--- src/rtl/mem_bus_arbiter_if.sv ---
// Bus bundle between the cores' load/store ports, the round-robin arbiter and the shared data RAM.
// The slave modport is the arbiter's view; the master modport is the view of the cores plus the RAM.
interface mem_bus_arbiter_if #(
  parameter int NUM_PORTS = 4,
  parameter int ADDR_W    = 32,
  parameter int DATA_W    = 32
);
  localparam int IDW = (NUM_PORTS > 1) ? $clog2(NUM_PORTS) : 1;

  logic [NUM_PORTS-1:0]        req;
  logic [NUM_PORTS-1:0]        req_we;
  logic [NUM_PORTS*ADDR_W-1:0] req_addr;
  logic [NUM_PORTS*DATA_W-1:0] req_wdata;
  logic [NUM_PORTS-1:0]        ack;
  logic [DATA_W-1:0]           rdata;
  logic                        busy;
  logic [IDW-1:0]              grant_id;
  logic                        mem_en;
  logic                        mem_we;
  logic [ADDR_W-1:0]           mem_addr;
  logic [DATA_W-1:0]           mem_wdata;
  logic [DATA_W-1:0]           mem_rdata;

  modport slave (
    input  req, req_we, req_addr, req_wdata, mem_rdata,
    output ack, rdata, busy, grant_id, mem_en, mem_we, mem_addr, mem_wdata
  );

  modport master (
    output req, req_we, req_addr, req_wdata, mem_rdata,
    input  ack, rdata, busy, grant_id, mem_en, mem_we, mem_addr, mem_wdata
  );
endinterface

--- src/rtl/mem_bus_arbiter.sv ---
// Round-robin arbiter serialising NUM_PORTS core load/store requests onto one synchronous RAM.
// Each access takes IDLE -> ACCESS -> RESP -> DONE; ack pulses for one cycle in DONE.
module mem_bus_arbiter #(
  parameter int NUM_PORTS = 4,
  parameter int ADDR_W    = 32,
  parameter int DATA_W    = 32
) (
  input logic              clk,
  input logic              reset,
  mem_bus_arbiter_if.slave bus
);
  localparam int IDW = (NUM_PORTS > 1) ? $clog2(NUM_PORTS) : 1;

  typedef enum logic [1:0] {IDLE, ACCESS, RESP, DONE} state_t;

  state_t               r_state;
  state_t               w_nextState;
  logic [IDW-1:0]       r_ptr;
  logic [IDW-1:0]       r_grantId;
  logic [IDW-1:0]       w_winner;
  logic [IDW-1:0]       w_ptrNext;
  logic                 w_anyReq;
  logic [NUM_PORTS-1:0] r_ack;
  logic [DATA_W-1:0]    r_rdata;
  logic                 w_memEn;
  logic                 w_memWe;
  logic [ADDR_W-1:0]    w_portAddr  [NUM_PORTS];
  logic [DATA_W-1:0]    w_portWdata [NUM_PORTS];

  for (genvar g = 0; g < NUM_PORTS; g++) begin : g_ports
    assign w_portAddr[g]  = bus.req_addr[g*ADDR_W +: ADDR_W];
    assign w_portWdata[g] = bus.req_wdata[g*DATA_W +: DATA_W];
  end

  // Scan downward so the last hit is the first requester at or after r_ptr.
  always_comb begin
    w_winner = r_ptr;
    w_anyReq = 1'b0;
    for (int k = NUM_PORTS - 1; k >= 0; k--) begin
      if (bus.req[(int'(r_ptr) + k) % NUM_PORTS]) begin
        w_winner = IDW'((int'(r_ptr) + k) % NUM_PORTS);
        w_anyReq = 1'b1;
      end
    end
  end

  assign w_ptrNext = (r_grantId == IDW'(NUM_PORTS - 1)) ? '0 : r_grantId + 1'b1;

  always_ff @(posedge clk) begin
    if (reset) begin
      r_state <= IDLE;
    end else begin
      r_state <= w_nextState;
    end
  end

  always_comb begin
    w_nextState = r_state;
    w_memEn     = 1'b0;
    w_memWe     = 1'b0;
    case (r_state)
      IDLE:    if (w_anyReq) w_nextState = ACCESS;
      ACCESS: begin
        w_nextState = RESP;
        w_memEn     = !reset;
        w_memWe     = !reset && bus.req_we[r_grantId];
      end
      RESP:    w_nextState = DONE;
      DONE:    w_nextState = IDLE;
      default: w_nextState = IDLE;
    endcase
  end

  // Reads capture RAM data in RESP; writes leave rdata holding the last read value.
  always_ff @(posedge clk) begin
    if (reset) begin
      r_ptr     <= '0;
      r_grantId <= '0;
      r_ack     <= '0;
      r_rdata   <= '0;
    end else begin
      case (r_state)
        IDLE: if (w_anyReq) r_grantId <= w_winner;
        RESP: begin
          if (!bus.req_we[r_grantId]) r_rdata <= bus.mem_rdata;
          r_ack <= {{(NUM_PORTS-1){1'b0}}, 1'b1} << r_grantId;
          r_ptr <= w_ptrNext;
        end
        DONE: r_ack <= '0;
        default: ;
      endcase
    end
  end

  assign bus.ack       = r_ack;
  assign bus.rdata     = r_rdata;
  assign bus.busy      = (r_state != IDLE);
  assign bus.grant_id  = r_grantId;
  assign bus.mem_en    = w_memEn;
  assign bus.mem_we    = w_memWe;
  assign bus.mem_addr  = w_portAddr[r_grantId];
  assign bus.mem_wdata = w_portWdata[r_grantId];
endmodule

--- src/flat_wrapper.sv ---
// flat-port wrapper written by rule: the top's interface ports become plain ports
module mem_bus_arbiter_flat 
#(
  parameter int NUM_PORTS = 4,
  parameter int ADDR_W    = 32,
  parameter int DATA_W    = 32
)
  (clk, reset, bus_req, bus_req_we, bus_req_addr, bus_req_wdata, bus_mem_rdata, bus_ack, bus_rdata, bus_busy, bus_grant_id, bus_mem_en, bus_mem_we, bus_mem_addr, bus_mem_wdata);
  mem_bus_arbiter_if #(.NUM_PORTS(NUM_PORTS), .ADDR_W(ADDR_W), .DATA_W(DATA_W)) bus_i ();
  input logic clk;
  input logic reset;
  input wire logic [$bits(bus_i.req)-1:0] bus_req;
  input wire logic [$bits(bus_i.req_we)-1:0] bus_req_we;
  input wire logic [$bits(bus_i.req_addr)-1:0] bus_req_addr;
  input wire logic [$bits(bus_i.req_wdata)-1:0] bus_req_wdata;
  input wire logic [$bits(bus_i.mem_rdata)-1:0] bus_mem_rdata;
  output wire logic [$bits(bus_i.ack)-1:0] bus_ack;
  output wire logic [$bits(bus_i.rdata)-1:0] bus_rdata;
  output wire logic [$bits(bus_i.busy)-1:0] bus_busy;
  output wire logic [$bits(bus_i.grant_id)-1:0] bus_grant_id;
  output wire logic [$bits(bus_i.mem_en)-1:0] bus_mem_en;
  output wire logic [$bits(bus_i.mem_we)-1:0] bus_mem_we;
  output wire logic [$bits(bus_i.mem_addr)-1:0] bus_mem_addr;
  output wire logic [$bits(bus_i.mem_wdata)-1:0] bus_mem_wdata;
  assign bus_i.req = bus_req;
  assign bus_i.req_we = bus_req_we;
  assign bus_i.req_addr = bus_req_addr;
  assign bus_i.req_wdata = bus_req_wdata;
  assign bus_i.mem_rdata = bus_mem_rdata;
  assign bus_ack = bus_i.ack;
  assign bus_rdata = bus_i.rdata;
  assign bus_busy = bus_i.busy;
  assign bus_grant_id = bus_i.grant_id;
  assign bus_mem_en = bus_i.mem_en;
  assign bus_mem_we = bus_i.mem_we;
  assign bus_mem_addr = bus_i.mem_addr;
  assign bus_mem_wdata = bus_i.mem_wdata;
  mem_bus_arbiter #(.NUM_PORTS(NUM_PORTS), .ADDR_W(ADDR_W), .DATA_W(DATA_W)) u_core (.clk(clk), .reset(reset), .bus(bus_i));
endmodule
--- config.mk ---
export PLATFORM = sky130hd
export DESIGN_NAME = mem_bus_arbiter_flat
export DESIGN_NICKNAME = d
export VERILOG_FILES = /design/src/rtl/mem_bus_arbiter_if.sv /design/src/rtl/mem_bus_arbiter.sv /design/src/flat_wrapper.sv
export SDC_FILE = /design/constraint.sdc
export NUM_CORES = 1
export LEC_CHECK = 0
export CAP_MARGIN = 20
export CORE_AREA = 2 2 156 158
export CTS_CLUSTER_SIZE = 16
export DETAILED_ROUTE_END_ITERATION = 16
export DIE_AREA = 0 0 158 160
export REMOVE_ABC_BUFFERS = 1
export SETUP_SLACK_MARGIN = 0.2
export SLEW_MARGIN = 20
export SYNTH_ARGS = -nofsm -noshare
export SYNTH_HDL_FRONTEND = slang
export SYNTH_SLANG_ARGS = --single-unit
--- constraint.sdc ---
create_clock -name clk -period 1.6 [get_ports clk]
set_input_delay 0.16 -clock clk [delete_from_list [all_inputs] [get_ports clk]]
set_output_delay 0.16 -clock clk [all_outputs]
set_load 0.05 [all_outputs]
* After elaboration in Yosys (flattened, before gate mapping)
Index checks and enable logic that the tools add are counted.
Widths: inputs -> output; s select.
** Storage, ports and cells
- Register bits after elaboration :: 42
- Input port bits :: 298
- Bits in read-only memories :: 0
- Logic and storage cells :: 69
- Bits in latches :: 0
- RAM bits :: 0
- Output and inout bits :: 105
- Memories :: 0
** Operators by class
- Mux-type cells :: 33
- Equality and inequality tests :: 5
- Div/mod/pow operators :: 0
- Multipliers :: 0
- Shift-type cells :: 1
- Order comparisons :: 6
- Reductions and logical operators :: 10
- Bitwise operators :: 5
- $add $sub $neg :: 4
** Operators by type and width (count)
- $bmux 32 s2 :: 2
- $mux 32 :: 4
- $mux 1 :: 14
- $lt 3x4->1 const B :: 3
- $mux 2 :: 6
- $bmux 1 s2 :: 5
- $pmux 2 s4 :: 1
- $pmux 4 s2 :: 1
- $eq 2x2->1 const B :: 3
- $lt 2x3->1 const B :: 2
- $reduce_or 2->1 :: 3
- $add 2x1->2 const B :: 2
- $add 2x2->2 const B :: 2
- $reduce_and 2->1 :: 2
- $reduce_bool 2->1 :: 2
- $shl 1x2->4 const A :: 1
- $and 1x1->1 const A :: 3
- $ge 3x3->1 const B :: 1
- $not 2->3 :: 1
- $eq 2x1->1 const B :: 1
- $logic_not 2->1 :: 1
- $ne 2x1->1 const B :: 1
- $logic_and 1x1->1 :: 1
- $logic_not 1->1 :: 1
- $not 1->1 :: 1

* Logic depth before layout (Yosys ltp)
- Depth after elaboration :: 12
- Gate-level depth with buffers :: 8
- Depth with buffers taken out :: 6

* Worst setup path after synthesis
No wires, ideal clock.
- Kind :: register to output
- Start point :: reg u_core.r_grantId[0], in the netlist u_core.bus.grant_id[0]
- End point :: out bus_mem_addr[1]
- Arrival :: 2130 ps
- Required time :: 1440 ps
- Path slack :: -690 ps
- Buffers on the path :: 3
- Cell stages (with the launch flop) :: 5
- Cell sequence :: dfxtp_1 buf_2 buf_2 buf_2 mux4_2
** On the way
- Word-level cells in the longest chain between the ends :: 4
** Ends and longest elaborated chain
- from (decl) :: RTL line mem_bus_arbiter.sv:19 : logic [IDW-1:0] r_grantId;
- from (signal assigned) :: RTL line mem_bus_arbiter.sv:83 : IDLE: if (w_anyReq) r_grantId <= w_winner;
- $not 2->3 (not written as such) :: RTL line mem_bus_arbiter.sv:101 : assign bus.mem_addr = w_portAddr[r_grantId];
- $bmux 32 s2 :: RTL line mem_bus_arbiter.sv:101
- $mux 32 (not written as such) (2 in a row) :: RTL line mem_bus_arbiter.sv:101
- to (decl) :: RTL line flat_wrapper.sv:23 : output wire logic [$bits(bus_i.mem_addr)-1:0] bus_mem_addr;
No other way between the ends. The select of a mux whose other input is x is not followed.

* Worst setup path in the final report
- Start point :: reg u_core.r_grantId[0], in the netlist u_core.bus.grant_id[0]
- End point :: out bus_mem_wdata[18]
** On the way
- Word-level cells in the longest chain between the ends :: 4
** Ends and longest elaborated chain
- $not 2->3 (not written as such) :: RTL line mem_bus_arbiter.sv:102 : assign bus.mem_wdata = w_portWdata[r_grantId];
- $bmux 32 s2 :: RTL line mem_bus_arbiter.sv:102
- $mux 32 (not written as such) (2 in a row) :: RTL line mem_bus_arbiter.sv:102
- to (decl) :: RTL line flat_wrapper.sv:24 : output wire logic [$bits(bus_i.mem_wdata)-1:0] bus_mem_wdata;
No other way between the ends. The select of a mux whose other input is x is not followed.

==> impl_results.html <==
<table>
<tr><th>Metric</th><th>Value</th></tr>
<tr><th colspan="2">Floorplan</th></tr>
<tr><td>Die outline area</td><td>between 20000 and 30000 sq um</td></tr>
<tr><td>Top-level I/O count</td><td>403</td></tr>
<tr><td>Y dimension of the die</td><td>roughly 160 um</td></tr>
<tr><td>Core region area</td><td>23800 sq um</td></tr>
<tr><td>Number of rows in the core area</td><td>57</td></tr>
<tr><td>Effective utilization at floorplan</td><td>13.7%</td></tr>
<tr><td>Chip width</td><td>~160 um</td></tr>
<tr><th colspan="2">Synthesis</th></tr>
<tr><td>Total standard cell area after synthesis</td><td>approximately 3300 sq um</td></tr>
<tr><td>Count of unique library cells instantiated by Yosys</td><td>28</td></tr>
<tr><td>Sequential-to-total area share from yosys stat</td><td>25.7%</td></tr>
<tr><td>Per-instance average area after synthesis</td><td>roughly 11 sq um</td></tr>
<tr><td>Seq cells post-synth</td><td>42</td></tr>
<tr><td>Number of enable-type register cells in the synthesized netlist</td><td>0</td></tr>
<tr><td>Predominant post-synthesis flop cell</td><td>dfxtp_1</td></tr>
<tr><td>Yosys warns</td><td>0</td></tr>
<tr><td>Fraction of registers with async set or reset after synthesis</td><td>0%</td></tr>
<tr><td>Number of cells produced by synthesis</td><td>290</td></tr>
<tr><th colspan="2">Setup path</th></tr>
<tr><td>Required arrival time at the worst endpoint</td><td>~1.4 ns</td></tr>
<tr><td>Arrival time worst endpoint</td><td>1.71 ns</td></tr>
<tr><td>Reg2reg setup slack</td><td>-0.21 ns</td></tr>
<tr><td>R2R Path End</td><td>u_core.bus.rdata[29]$_SDFFE_PP0P_</td></tr>
<tr><td>Startpoint of the worst register-to-register path</td><td>u_core.bus.grant_id[0]$_SDFFE_PP0P_</td></tr>
<tr><td>Reg2Reg Depth</td><td>7</td></tr>
<tr><td>Startpoint type of the worst setup path</td><td>flop</td></tr>
<tr><td>Critical path fanouts, max</td><td>25</td></tr>
<tr><td>Critical path capture point type</td><td>output pin</td></tr>
<tr><td>Class of the most critical setup path</td><td>reg -&gt; out</td></tr>
<tr><th colspan="2">Route</th></tr>
<tr><td>Remaining number of nets flagged by the antenna check after routing</td><td>0</td></tr>
<tr><td>Wire length per cell</td><td>19.5 um</td></tr>
<tr><td>DRC violations left</td><td>0</td></tr>
<tr><td>Detailed Routing Iterations Pass 1</td><td>4</td></tr>
<tr><td>Number of DRC markers in iteration 0</td><td>135</td></tr>
<tr><td>Total detailed-routing wirelength</td><td>20200 um</td></tr>
<tr><td>Routed vias</td><td>roughly 4.2k</td></tr>
<tr><td>Number of vias per cell</td><td>4.01</td></tr>
<tr><th colspan="2">Placement</th></tr>
<tr><td>Pre-CTS worst setup slack</td><td>-0.172 ns</td></tr>
<tr><td>Sum of net half-perimeters after detailed placement</td><td>around 17000 um</td></tr>
<tr><td>Placer Congestion</td><td>0.820</td></tr>
<tr><td>Placed cell area</td><td>7900 sq um</td></tr>
<tr><td>Input/output buffers</td><td>402</td></tr>
<tr><td>Placed Cells incl. Taps</td><td>1012</td></tr>
<tr><th colspan="2">Pwr</th></tr>
<tr><td>Static leakage</td><td>3.11 nW</td></tr>
<tr><td>Clk network pwr share</td><td>10.4%</td></tr>
<tr><td>Cell-internal power</td><td>0.00537 W</td></tr>
<tr><td>Tot Pwr</td><td>0.00993 W</td></tr>
<tr><td>Gate power share</td><td>between 70% and 80%</td></tr>
<tr><td>Sw Ratio</td><td>46.0%</td></tr>
<tr><td>Power density over cell area</td><td>1170 nW/um^2</td></tr>
<tr><td>Reg power frac</td><td>13.4%</td></tr>
<tr><td>Peak supply drop</td><td>~500 uV</td></tr>
<tr><td>Switching power total</td><td>0.00457 W</td></tr>
<tr><th colspan="2">Run</th></tr>
<tr><td>Max-capacitance violation count</td><td>0</td></tr>
<tr><th colspan="2">Clocking</th></tr>
<tr><td>Clk slew on worst S/H paths</td><td>0.06 ns</td></tr>
<tr><td>Number of buffers created by CTS</td><td>5</td></tr>
<tr><td>Post-CTS Hold Buffers</td><td>0</td></tr>
<tr><td>Root buffer cell</td><td>clkbuf_16</td></tr>
<tr><td>Buffers from clock root to sink, at most</td><td>2</td></tr>
<tr><td>H-tree Lvls</td><td>2</td></tr>
<tr><td>TritonCTS sink count</td><td>42</td></tr>
<tr><td>Clock tree from TritonCTS</td><td>done</td></tr>
<tr><td>Clock latency of the later-clocked register in the worst-skew pair</td><td>0.28 ns</td></tr>
<tr><th colspan="2">STA</th></tr>
<tr><td>Slew headroom</td><td>78.3%</td></tr>
<tr><td>Final setup TNS</td><td>-19.64 ns</td></tr>
<tr><td>Top achievable clock speed</td><td>534 MHz</td></tr>
<tr><td>Setup repair after global routing missed its margin</td><td>yes</td></tr>
<tr><td>Final worst-path cycle share</td><td>117%</td></tr>
<tr><td>Slew Viols, Final</td><td>0</td></tr>
<tr><td>Hold Vio Cnt, Final</td><td>0</td></tr>
<tr><td># setup viols final</td><td>97</td></tr>
<tr><td>Post-layout worst setup margin</td><td>-0.272 ns</td></tr>
<tr><td>Clock skew</td><td>roughly 0.0035 ns</td></tr>
<tr><td>Worst-margin pin slew</td><td>0.324 ns</td></tr>
<tr><td>Final min period</td><td>between 1.5 and 2 ns</td></tr>
<tr><th colspan="2">Min path</th></tr>
<tr><td>Hold EP</td><td>u_core.bus.rdata[25]$_SDFFE_PP0P_</td></tr>
<tr><td>Worst Hold Launch</td><td>bus_mem_rdata[25]</td></tr>
<tr><td>Worst hold path type</td><td>in -&gt; reg</td></tr>
<tr><td>Worst Hold Depth</td><td>3</td></tr>
<tr><th colspan="2">Final layout</th></tr>
<tr><td>Post-layout net count</td><td>1012</td></tr>
<tr><td>Multi-input gate area</td><td>roughly 2300 sq um</td></tr>
<tr><td>Number of standard cells in the layout, taps in and fillers out</td><td>1038</td></tr>
<tr><td>Flip-flop and latch area</td><td>approximately 860 sq um</td></tr>
<tr><td>Number of filler cells placed in the layout</td><td>2430</td></tr>
<tr><td>Fraction of layout instances using a drive strength above 1</td><td>33.6%</td></tr>
<tr><td>Growth of design area from synthesis to finish</td><td>160%</td></tr>
<tr><td>Final instance area</td><td>~8500 sq um</td></tr>
<tr><th colspan="2">Global routing</th></tr>
<tr><td>Aggregate global-route resource usage</td><td>15.1%</td></tr>
<tr><td>Initial antenna violation count</td><td>9</td></tr>
<tr><td>Largest net degree at the start of global routing</td><td>42</td></tr>
<tr><td>Via count of the first global-routing pass</td><td>4383</td></tr>
<tr><td>First-pass GRT wire length</td><td>28000 um</td></tr>
<tr><td>Overflow after GRT</td><td>0</td></tr>
<tr><th colspan="2">Status</th></tr>
<tr><td>Violated checks</td><td>negative setup slack</td></tr>
<tr><td>Run status</td><td>complete, but fails checks</td></tr>
</table>
## logic make-up after synthesis
| family | Yosys count | share of synthesized area, % |
|---|---|---|
| buffers and inverters | 35 | 5.44 |
| AOI/OAI and AO/OA | 43 | 7.20 |
| DFF | 42 | 25.7 |
| and+or+nand+nor | 89 | 11.2 |
| muxes | 72 | 47.0 |
| adders and majority gates | 9 | 3.45 |
## sequential cells by signal (all words and copies together) (netlist names)
name,flops
u_core.bus.ack,4
u_core.bus.grant_id,2
u_core.bus.rdata,32
u_core.r_ptr,2
u_core.r_state,2
## placed cells by master (no fill, tap or decap), types with 7 or more instances in the layout
| master | instances |
|---|---|
| a21oi_1 | 24 |
| a21oi_2 | 11 |
| buf_12 | 34 |
| buf_4 | 49 |
| buf_6 | 52 |
| clkdlybuf4s50_1 | 297 |
| dfxtp_1 | 37 |
| diode_2 | 8 |
| mux2i_1 | 7 |
| mux4_2 | 65 |
| nand2_1 | 67 |
## stage by stage
step / util, % / hold WS, ns
4_1_cts: 35.4 / 0.413
6_report: 35.7 / 0.419
3_3_place_gp: 33.1 / 0.442
2_1_floorplan: - / 0.229
3_5_place_dp: 33.1 / 0.447
5_1_grt: 35.7 / 0.418
## power groups by stage
| stage | Combinational (W) | Sequential, W | Clock (W) |
|---|---|---|---|
| 2_1_floorplan | 0.00339 | 0.00194 | 0 |
| 3_3_place_gp | 0.00702 | 0.00134 | 0 |
| 3_5_place_dp | 0.00704 | 0.00134 | 0 |
| 4_1_cts | 0.00762 | 0.00133 | 0.00107 |
| 5_1_grt | 0.00792 | 0.00135 | 0.00111 |
| 6_report | 0.00757 | 0.00133 | 0.00103 |
## synthesized netlist by cell type, types with 2 or more instances
library cell | instances | area [sq um]
dfxtp_1 | 42 | 841
nor2b_1 | 2 | 12.5
nand3_1 | 3 | 15.0
buf_4 | 3 | 22.5
nor3_1 | 4 | 20.0
mux2i_1 | 7 | 70.1
buf_6 | 3 | 33.8
clkbuf_1 | 9 | 33.8
inv_1 | 7 | 26.3
o21ai_0 | 2 | 10.0
nand2b_1 | 3 | 18.8
mux4_2 | 65 | 1460
buf_1 | 3 | 11.3
ha_1 | 9 | 113
a21oi_1 | 35 | 175
nor2_1 | 6 | 22.5
nand2_1 | 67 | 251
buf_2 | 10 | 50.1
## repair_timing
item                                    in CTS  in global routing
setup buffers                                7                  0
hold endpoints to repair                     0                  0
endpoints found under the setup margin     101                107
resized for setup                           68                 16
cloned                                       3                  0
## layer usage
layer  part of all wire (%)  vias up  global-route usage [%]
li1                       -     1952                       -
met1                     37     1966                    16.2
met2                     50      213                    25.9
met3                     11       23                    6.92
met4                    1.6        4                    5.49
met5                   0.15        -                       0
## worst max path at each step
stage	from	endpoint	slack, ns
after floorplan	u_core.bus.grant_id[0]$_SDFFE_PP0P_	u_core.bus.rdata[0]$_SDFFE_PP0P_	-3.67
after global placement	bus_req_we[2]	u_core.bus.rdata[18]$_SDFFE_PP0P_	-0.13
after detailed placement	bus_req_we[2]	u_core.bus.rdata[5]$_SDFFE_PP0P_	-0.17
after CTS	u_core.bus.grant_id[0]$_SDFFE_PP0P_	bus_mem_wdata[18]	-0.32
after global routing	u_core.bus.grant_id[0]$_SDFFE_PP0P_	bus_mem_wdata[18]	-0.35
final	u_core.bus.grant_id[0]$_SDFFE_PP0P_	bus_mem_wdata[18]	-0.27
## cell type report
cell class	count	share of cell area [%]
diodes	8	0.235
clock buffers	7	1.68
clock inverters	1	0.0588
inverters	7	0.338
multi-input cells	213	27.4
flip-flops and latches	42	10.1
well taps	324	4.77
repair buffers	436	55.4
## critical path: stages, from the launching register on
cell	delay, ns
dfxtp_4	0.39
buf_16	0.22
mux4_2	0.61
buf_12	0.18
Power figures use the tool's default switching activity.
